File: src/rtl/spi_frame_if.sv
// SPI frame controller bus: conditioned SPI inputs, shift-register hooks and memory strobes.
// Optional burst address increment (addr_inc) exists only when SPI_AUTOINC_EN is defined.
interface spi_frame_if #(
  parameter int DATA_W = 8
);
  logic              cs_n;
  logic              sclk_rise;
  logic              sclk_fall;
  logic              mosi;
  logic [DATA_W-1:0] sr_q;
  logic [1:0]        sr_mode;
  logic              sr_serial_in;
  logic              addr_we;
  logic              dm_we;
  logic              miso;
  logic              miso_bufe;
`ifdef SPI_AUTOINC_EN
  logic              addr_inc;
`endif

  modport slave (
    input  cs_n, sclk_rise, sclk_fall, mosi, sr_q,
`ifdef SPI_AUTOINC_EN
    output addr_inc,
`endif
    output sr_mode, sr_serial_in, addr_we, dm_we, miso, miso_bufe
  );

  modport master (
    output cs_n, sclk_rise, sclk_fall, mosi, sr_q,
`ifdef SPI_AUTOINC_EN
    input  addr_inc,
`endif
    input  sr_mode, sr_serial_in, addr_we, dm_we, miso, miso_bufe
  );
endinterface

File: src/rtl/spi_frame_ctrl.sv
// SPI slave frame controller: sequences header/data shifting, address latch, memory write and MISO enable.
// Define SPI_AUTOINC_EN for burst mode (auto address increment while cs_n stays low).
module spi_frame_ctrl #(
  parameter int DATA_W = 8,
  parameter int ADDR_W = 7
) (
  input  logic       clk,
  input  logic       reset,
  spi_frame_if.slave ifc
);
  localparam int              CNT_W  = $clog2(DATA_W + 1);
  localparam logic [CNT_W-1:0] LAST_C = CNT_W'(DATA_W - 1);

  typedef enum logic [2:0] {
    IDLE_S       = 3'd0,
    GET_ADDR_S   = 3'd1,
    ADDR_LATCH_S = 3'd2,
    RD_LOAD_S    = 3'd3,
    RD_SHIFT_S   = 3'd4,
    WR_DATA_S    = 3'd5,
    WR_COMMIT_S  = 3'd6,
    DONE_S       = 3'd7
  } state_t;

  localparam logic [1:0] HOLD_C  = 2'b00;
  localparam logic [1:0] LEFT_C  = 2'b10;
  localparam logic [1:0] PLOAD_C = 2'b11;

  state_t           state_r, state_nxt_s;
  logic [CNT_W-1:0] bit_cnt_r, bit_cnt_nxt_s;
  logic             rw_r, rw_nxt_s;
  logic             abort_s;
  logic [1:0]       sr_mode_s;
  logic             addr_we_s, dm_we_s, miso_bufe_s;
`ifdef SPI_AUTOINC_EN
  logic             addr_inc_s;
`endif
  // Middle header bits go straight to the external address latch, not used here.
  logic             unused_s;

  // Chip select dropping mid-frame overrides everything except reset.
  assign abort_s  = ifc.cs_n && (state_r != IDLE_S);
  assign unused_s = ^ifc.sr_q[ADDR_W-1:1];

  // State, bit counter and rw flag registers.
  always_ff @(posedge clk) begin
    if (reset) begin
      state_r   <= IDLE_S;
      bit_cnt_r <= '0;
      rw_r      <= 1'b0;
    end else begin
      state_r   <= state_nxt_s;
      bit_cnt_r <= bit_cnt_nxt_s;
      rw_r      <= rw_nxt_s;
    end
  end

  // Next-state logic; each shifting state consumes only its own SCLK edge.
  always_comb begin
    state_nxt_s   = state_r;
    bit_cnt_nxt_s = bit_cnt_r;
    rw_nxt_s      = rw_r;
    if (abort_s) begin
      state_nxt_s   = IDLE_S;
      bit_cnt_nxt_s = '0;
    end else begin
      case (state_r)
        IDLE_S: begin
          if (!ifc.cs_n) begin
            state_nxt_s   = GET_ADDR_S;
            bit_cnt_nxt_s = '0;
          end else begin
            state_nxt_s = IDLE_S;
          end
        end
        GET_ADDR_S, WR_DATA_S: begin
          if (ifc.sclk_rise) begin
            bit_cnt_nxt_s = bit_cnt_r + CNT_W'(1);
            if (bit_cnt_r == LAST_C) begin
              state_nxt_s = (state_r == GET_ADDR_S) ? ADDR_LATCH_S : WR_COMMIT_S;
            end else begin
              state_nxt_s = state_r;
            end
          end else begin
            state_nxt_s = state_r;
          end
        end
        ADDR_LATCH_S: begin
          rw_nxt_s      = ifc.sr_q[0];
          bit_cnt_nxt_s = '0;
          state_nxt_s   = ifc.sr_q[0] ? RD_LOAD_S : WR_DATA_S;
        end
        RD_LOAD_S: begin
          state_nxt_s = RD_SHIFT_S;
        end
        RD_SHIFT_S: begin
          if (ifc.sclk_fall) begin
            bit_cnt_nxt_s = bit_cnt_r + CNT_W'(1);
            state_nxt_s   = (bit_cnt_r == LAST_C) ? DONE_S : RD_SHIFT_S;
          end else begin
            state_nxt_s = RD_SHIFT_S;
          end
        end
        WR_COMMIT_S: begin
          state_nxt_s = DONE_S;
        end
        DONE_S: begin
`ifdef SPI_AUTOINC_EN
          if (rw_r) begin
            state_nxt_s   = RD_LOAD_S;
            bit_cnt_nxt_s = '0;
          end else if (ifc.sclk_rise) begin
            // The burst rise already carries the first data bit.
            state_nxt_s   = WR_DATA_S;
            bit_cnt_nxt_s = CNT_W'(1);
          end else begin
            state_nxt_s = DONE_S;
          end
`else
          state_nxt_s = DONE_S;
`endif
        end
        default: begin
          state_nxt_s   = IDLE_S;
          bit_cnt_nxt_s = '0;
        end
      endcase
    end
  end

  // Output decode from registered state and this cycle's edge pulses.
  always_comb begin
    sr_mode_s   = HOLD_C;
    addr_we_s   = 1'b0;
    dm_we_s     = 1'b0;
    miso_bufe_s = 1'b0;
`ifdef SPI_AUTOINC_EN
    addr_inc_s  = 1'b0;
`endif
    if (abort_s) begin
      sr_mode_s = HOLD_C;
    end else begin
      case (state_r)
        GET_ADDR_S, WR_DATA_S: sr_mode_s = ifc.sclk_rise ? LEFT_C : HOLD_C;
        ADDR_LATCH_S:          addr_we_s = 1'b1;
        RD_LOAD_S: begin
          sr_mode_s   = PLOAD_C;
          miso_bufe_s = 1'b1;
        end
        RD_SHIFT_S: begin
          sr_mode_s   = ifc.sclk_fall ? LEFT_C : HOLD_C;
          miso_bufe_s = 1'b1;
        end
        WR_COMMIT_S:           dm_we_s = 1'b1;
        DONE_S: begin
          miso_bufe_s = rw_r;
`ifdef SPI_AUTOINC_EN
          if (rw_r) begin
            addr_inc_s = 1'b1;
          end else if (ifc.sclk_rise) begin
            sr_mode_s  = LEFT_C;
            addr_inc_s = 1'b1;
          end else begin
            sr_mode_s = HOLD_C;
          end
`endif
        end
        default:               sr_mode_s = HOLD_C;
      endcase
    end
  end

  assign ifc.sr_mode      = sr_mode_s;
  assign ifc.addr_we      = addr_we_s;
  assign ifc.dm_we        = dm_we_s;
  assign ifc.miso_bufe    = miso_bufe_s;
  assign ifc.sr_serial_in = ifc.mosi;
  assign ifc.miso         = ifc.sr_q[DATA_W-1];
`ifdef SPI_AUTOINC_EN
  assign ifc.addr_inc     = addr_inc_s;
`endif
endmodule

File: src/flat_wrapper.sv
// flat-port wrapper written by rule: the top's interface ports become plain ports
module spi_frame_ctrl_flat 
#(
  parameter int DATA_W = 8,
  parameter int ADDR_W = 7
)
  (clk, reset, ifc_cs_n, ifc_sclk_rise, ifc_sclk_fall, ifc_mosi, ifc_sr_q, ifc_sr_mode, ifc_sr_serial_in, ifc_addr_we, ifc_dm_we, ifc_miso, ifc_miso_bufe);
  spi_frame_if #(.DATA_W(DATA_W)) ifc_i ();
  input  logic clk;
  input  logic reset;
  input wire logic [$bits(ifc_i.cs_n)-1:0] ifc_cs_n;
  input wire logic [$bits(ifc_i.sclk_rise)-1:0] ifc_sclk_rise;
  input wire logic [$bits(ifc_i.sclk_fall)-1:0] ifc_sclk_fall;
  input wire logic [$bits(ifc_i.mosi)-1:0] ifc_mosi;
  input wire logic [$bits(ifc_i.sr_q)-1:0] ifc_sr_q;
  output wire logic [$bits(ifc_i.sr_mode)-1:0] ifc_sr_mode;
  output wire logic [$bits(ifc_i.sr_serial_in)-1:0] ifc_sr_serial_in;
  output wire logic [$bits(ifc_i.addr_we)-1:0] ifc_addr_we;
  output wire logic [$bits(ifc_i.dm_we)-1:0] ifc_dm_we;
  output wire logic [$bits(ifc_i.miso)-1:0] ifc_miso;
  output wire logic [$bits(ifc_i.miso_bufe)-1:0] ifc_miso_bufe;
  assign ifc_i.cs_n = ifc_cs_n;
  assign ifc_i.sclk_rise = ifc_sclk_rise;
  assign ifc_i.sclk_fall = ifc_sclk_fall;
  assign ifc_i.mosi = ifc_mosi;
  assign ifc_i.sr_q = ifc_sr_q;
  assign ifc_sr_mode = ifc_i.sr_mode;
  assign ifc_sr_serial_in = ifc_i.sr_serial_in;
  assign ifc_addr_we = ifc_i.addr_we;
  assign ifc_dm_we = ifc_i.dm_we;
  assign ifc_miso = ifc_i.miso;
  assign ifc_miso_bufe = ifc_i.miso_bufe;
  spi_frame_ctrl #(.DATA_W(DATA_W), .ADDR_W(ADDR_W)) u_core (.clk(clk), .reset(reset), .ifc(ifc_i));
endmodule
File: config.mk
export PLATFORM = sky130hd
export DESIGN_NAME = spi_frame_ctrl_flat
export DESIGN_NICKNAME = d
export VERILOG_FILES = /design/src/rtl/spi_frame_if.sv /design/src/rtl/spi_frame_ctrl.sv /design/src/flat_wrapper.sv
export SDC_FILE = /design/constraint.sdc
export NUM_CORES = 1
export LEC_CHECK = 0
export BUFFER_PORTS_ARGS = -buffer_cell sky130_fd_sc_hd__buf_4
export CORE_ASPECT_RATIO = 1.25
export CORE_UTILIZATION = 30
export DETAILED_ROUTE_END_ITERATION = 10
export PLACE_DENSITY_LB_ADDON = 0.12
export SLEW_MARGIN = 15
export SYNTH_ARGS = -nofsm -noshare
export SYNTH_HDL_FRONTEND = slang
export SYNTH_SLANG_ARGS = --single-unit
export TNS_END_PERCENT = 100
File: constraint.sdc
create_clock -name clk -period 1.4 [get_ports clk]
set_input_delay 0 -clock clk [delete_from_list [all_inputs] [get_ports clk]]
set_output_delay 0 -clock clk [all_outputs]
set_load 0.05 [all_outputs]
======== Yosys cells after proc, flatten, opt, wreduce, memory -nomap -nowiden ========
Cells that the tools add are included.
word-level totals
  bits in registers ....................... 8
  output and inout port bits .............. 7
  word-level logic and storage cells ...... 50
operators by class
  $add $sub $neg .......................... 1
  equality and inequality tests ........... 12
  multiplexer cells ....................... 22
  bitwise gates (word level) .............. 1
  reductions and logical operators ........ 11
operators with widths
  cell                                                                     count
  3-bit case mux with 6 select lines                                       1
  4-bit case mux with 4 select lines                                       1
  3-bit two-way mux                                                        5
  3-bit equality test, second input constant                               4
  4-bit two-way mux                                                        3
  2-bit two-way mux                                                        4
  2-bit OR reduction                                                       4
  3-bit by 2-bit equality test with 1-bit output, second input constant    2
  1-bit two-way mux                                                        6
  2-bit inequality test, second input constant                             3
  2-bit case mux with 3 select lines                                       1
  4-bit by 1-bit adder with 4-bit output, second input constant            1
  4-bit by 3-bit equality test with 1-bit output, second input constant    1
  2-bit AND reduction                                                      2
  4-bit AND reduction                                                      1
  4-bit nonzero test                                                       1
  3-bit by 1-bit equality test with 1-bit output, second input constant    1
  3-bit logical NOT                                                        1
  3-bit nonzero test                                                       1
  2-bit by 1-bit inequality test with 1-bit output, second input constant  1
  1-bit case mux with 2 select lines                                       1
  1-bit logical AND                                                        1
  1-bit inverter                                                           1

======== Depth between registers and ports, before layout ========
  depth in word-level cells ............... 5
  gate-level depth with buffers ........... 5

======== Worst setup path after synthesis ========
Ideal clock, no wire load.
  path type ............................... register -> register
  from .................................... reg u_core.state_r[0]
  to ...................................... reg u_core.rw_r
  setup time .............................. 115 ps
  arrival ................................. 1687 ps
  required time ........................... 1285 ps
  slack ................................... -402 ps
  stages on the path, launching flop included .. 6
  buffers on the path ..................... 1
  period minus slack after synthesis ...... 1802 ps
  path through ............................ dfxtp_1 buf_6 or2_4 nor2_1 mux2i_1 nor2_1
on the way
  longest elaborated chain between the ends .. 4
  elaborated cells on any way between the ends .. 5
ends and longest elaborated chain
  what                                    RTL line              RTL
  start, declared                         spi_frame_ctrl.sv:29  state_t state_r, state_nxt_s;
  start signal, assigned                  spi_frame_ctrl.sv:52  state_r <= state_nxt_s;
  3-bit nonzero test                      spi_frame_ctrl.sv:42  assign abort_s = ifc.cs_n && (state_r != IDLE_S);
  1-bit logical AND                       spi_frame_ctrl.sv:42
  1-bit inverter (no source line)         n/a
  2-bit AND reduction (no source line) *  n/a
  end signal, assigned                    spi_frame_ctrl.sv:54  rw_r <= rw_nxt_s;
  end, declared                           spi_frame_ctrl.sv:31  logic rw_r, rw_nxt_s;
Mark *: on every way between the ends. The rest lies on a longest branch, timed or not.
A chain may end at the register's enable or synchronous reset.

======== Final worst setup path ========
  from .................................... reg u_core.bit_cnt_r[0]
  to ...................................... reg u_core.state_r[0]
on the way
  longest elaborated chain between the ends .. 4
  elaborated cells on any way between the ends .. 6
ends and longest elaborated chain
  what                                              RTL line                                    RTL
  start, declared                                   spi_frame_ctrl.sv:30                        logic [CNT_W-1:0] bit_cnt_r, bit_cnt_nxt_s;
  start signal, assigned                            spi_frame_ctrl.sv:53                        bit_cnt_r <= bit_cnt_nxt_s;
  4-bit by 3-bit equality test with 1-bit output *  spi_frame_ctrl.sv:79, spi_frame_ctrl.sv:99
  2-bit two-way mux                                 spi_frame_ctrl.sv:99                        state_nxt_s = (bit_cnt_r == LAST_C) ? DONE_S : RD_SHIFT_S;
  3-bit two-way mux                                 spi_frame_ctrl.sv:97                        if (ifc.sclk_fall) begin
  3-bit case mux with 6 select lines                spi_frame_ctrl.sv:67                        case (state_r)
Marked as above.

==> results.toml <==
[layout]
finish.utilization_pct = 48.4
regArea_um2 = 164
fill_cells = 162
instances_no_fill = 105
diodes = 0
multi_input_area_um2 = 332
drive_above_1_share_pct = 44.8
syn2layout_area_growth_pct = 50.2
num-nets-final = 104

[synth]
synth-warning-count = 0
ys_types = 28
synth-async-reset-ratio_pct = 0
synth_top_family_by_area = "simple AND/OR/NAND/NOR gates"
synth_top_area_share_pct = 31.8
avgSynthCellArea_um2 = 8.25
yosys.area_share.simple_pct = 32.3
synth-edff-count = 0
synth_compound_area_share_pct = 20.6
synth-xor-area-share_pct = 1.74
synth_top_cell_by_area = "dfxtp_1"
synthAdderAreaFrac_pct = 2.49
synthFlopType = "dfxtp_1"
ys_top_cells_by_area = "dfxtp_1, nor2_1, nand2b_1, a21oi_1, mux2i_1"
synth_fp_nets = 76
synth_area_um2 = 503
syn_inst = 61
yosysSeqAreaShare_pct = 31.8
synth_mux_area_share_pct = 3.98
ys_top_cells_by_count = "nor2_1, dfxtp_1, a21oi_1, nand2b_1"
synth_seq_cells = 8
synth_most_common_cell = "nor2_1"

[power_and_ir_drop]
ir_drop_mv = 0.458
p_leak_nw = 0.323
power.density_nw_per_um2 = 651

[routing]
dr.pass1.iters = 4
wl_per_cell_um = 11.0
vias = 520
first_iter_violations = 1
final_antenna_net_count = 0
wirelength_mm = 1.15
drc = 0
vias_per_cell = 4.95

[global_routing]
gr-total-overflow = 0
antenna_found_initial = 0
grt_use_total_pct = 13.6
grt_pass1_vias = 449
grt_first_pass_wirelength_mm = 1.74
grt_max_degree = 7

[job]
drv_cap = 0

[sta]
final-hold-violation-count = 0
period_share_pct = 97.7
post-route-min-period_ns = 1.37
slew_headroom_pct = 81.1
finalSetupViolCount = 0
final.setup_skew_ns = 0.000227
tightest_slew_ns = 0.283
rsz0062_at_grt = "yes"
clock.fmax_ghz = 0.731
finalMaxSlewViolations = 0

[clocking]
insertion_delay_ns = 0.24
cts_tree = "done"
htreeDepth = 1
clkSlewWorstSetupHoldPaths_ns = 0.05
clkSinkCount = 8
numCtsBuffers = 3
root_buffer = "clkbuf_4"
clock_path_buffers = 2

[setup_path]
arrival_ns = 1.50
worstPathRequired_ns = 1.53
endpoint_kind = "register"
path_max_fanout = 2
cp-start-kind = "register"
setup.worst_path.class = "register to register"

[place]
gp_congestion = 0.808
post-dp-hpwl_um = 911
dpl.cell_count = 100
portBuffers = 10

[floorplan]
fp.dieArea_um2 = 1850
num_rows = 16
start_util_pct = 32.2
core-area_um2 = 1560
chipHeight_um = 47.8
dieWidth_um = 38.6
io_pins = 21

[min_path]
min_path_type = "primary input to output pin"

[run_status]
outcome = "complete, no violations"
area by class of cell:
type | instances | area share (%)
multi-input cells | 48 | 43.9
repair buffers | 27 | 28.0
inverters | 1 | 0.497
clock buffers | 3 | 2.98
well taps | 18 | 2.98
flip-flops and latches | 8 | 21.7
state kept, by name (all words and copies together) (netlist names):
signal and flops:
u_core.rw_r 1, u_core.bit_cnt_r 4, u_core.state_r 3
worst paths after layout:
path	startpoint	cells past startpoint	slack (ns)	to
setup reg to reg	u_core.bit_cnt_r[0]$_SDFFE_PP0P_	5	0.03	u_core.state_r[0]$_SDFFE_PP0P_
setup / recovery	u_core.bit_cnt_r[0]$_SDFFE_PP0P_	5	0.03	u_core.state_r[0]$_SDFFE_PP0P_
hold reg to reg	u_core.bit_cnt_r[3]$_SDFFE_PP0P_	2	0.49	u_core.bit_cnt_r[3]$_SDFFE_PP0P_
hold / removal	ifc_mosi	0	0.0001	ifc_sr_serial_in
report_power, final:
group	internal, mW	switching [mW]
logic	0.0503	0.0371
clock network	0.0976	0.0704
registers	0.233	0.00377
what timing repair did:
item,CTS,global route
endpoints found under the hold margin,4,0
hold buffers,2,0
buffers inserted,0,0
setup endpoints to repair,1,6
resized for setup,0,10
gates cloned,0,0
layer usage:
layer | GRT usage (%) | part of all wire, %
met1 | 14.4 | 41
met4 | 8.28 | 0
met5 | 0 | 0
met3 | 1.40 | 3.8
met2 | 25.3 | 55
stage by stage:
stage                     total power, mW  area (um^2)  setup TNS, ns  hold WS (ns)  setup slack [ns]
final                               0.492          756              0      0.000113            0.0328
after global placement              0.323          693              0      0.000370            0.0419
after CTS                           0.502          736       -0.00336      0.000370          -0.00336
after floorplan                     0.296          514         -0.127        0.0724            -0.113
after global routing                0.520          756        -0.0318      0.000378           -0.0315
after detailed placement            0.321          693              0      0.000370           0.00918
worst max-delay path, cell delays in order (launching register included):
cell and delay [ns]:
dfxtp_1 0.31, ha_1 0.20, and3b_1 0.19, and2_1 0.16, o21a_1 0.17, a2111oi_1 0.23
layout by cell type, fill, tap and decap left out, types with 2 or more instances in the layout:
cell type and n:
nor2_1 8, nand2_1 2, buf_4 24, nand2b_1 5, a31oi_1 3, nor2b_1 2, a21oi_1 3, dlygate4sd3_1 2
clkbuf_4 3, dfxtp_2 3, mux2i_1 2, dfxtp_1 5, a21oi_2 2, o21ai_1 2
cells by family after synthesis:
| kind of cell | count (synthesis) |
|---|---|
| compound gates | 15 |
| mux | 2 |
| simple gates | 29 |
| fa+ha+maj | 1 |
| buf+inv | 5 |
| flops | 8 |
| xor+xnor | 1 |
Note: power is estimated with default switching activity, not from simulation.
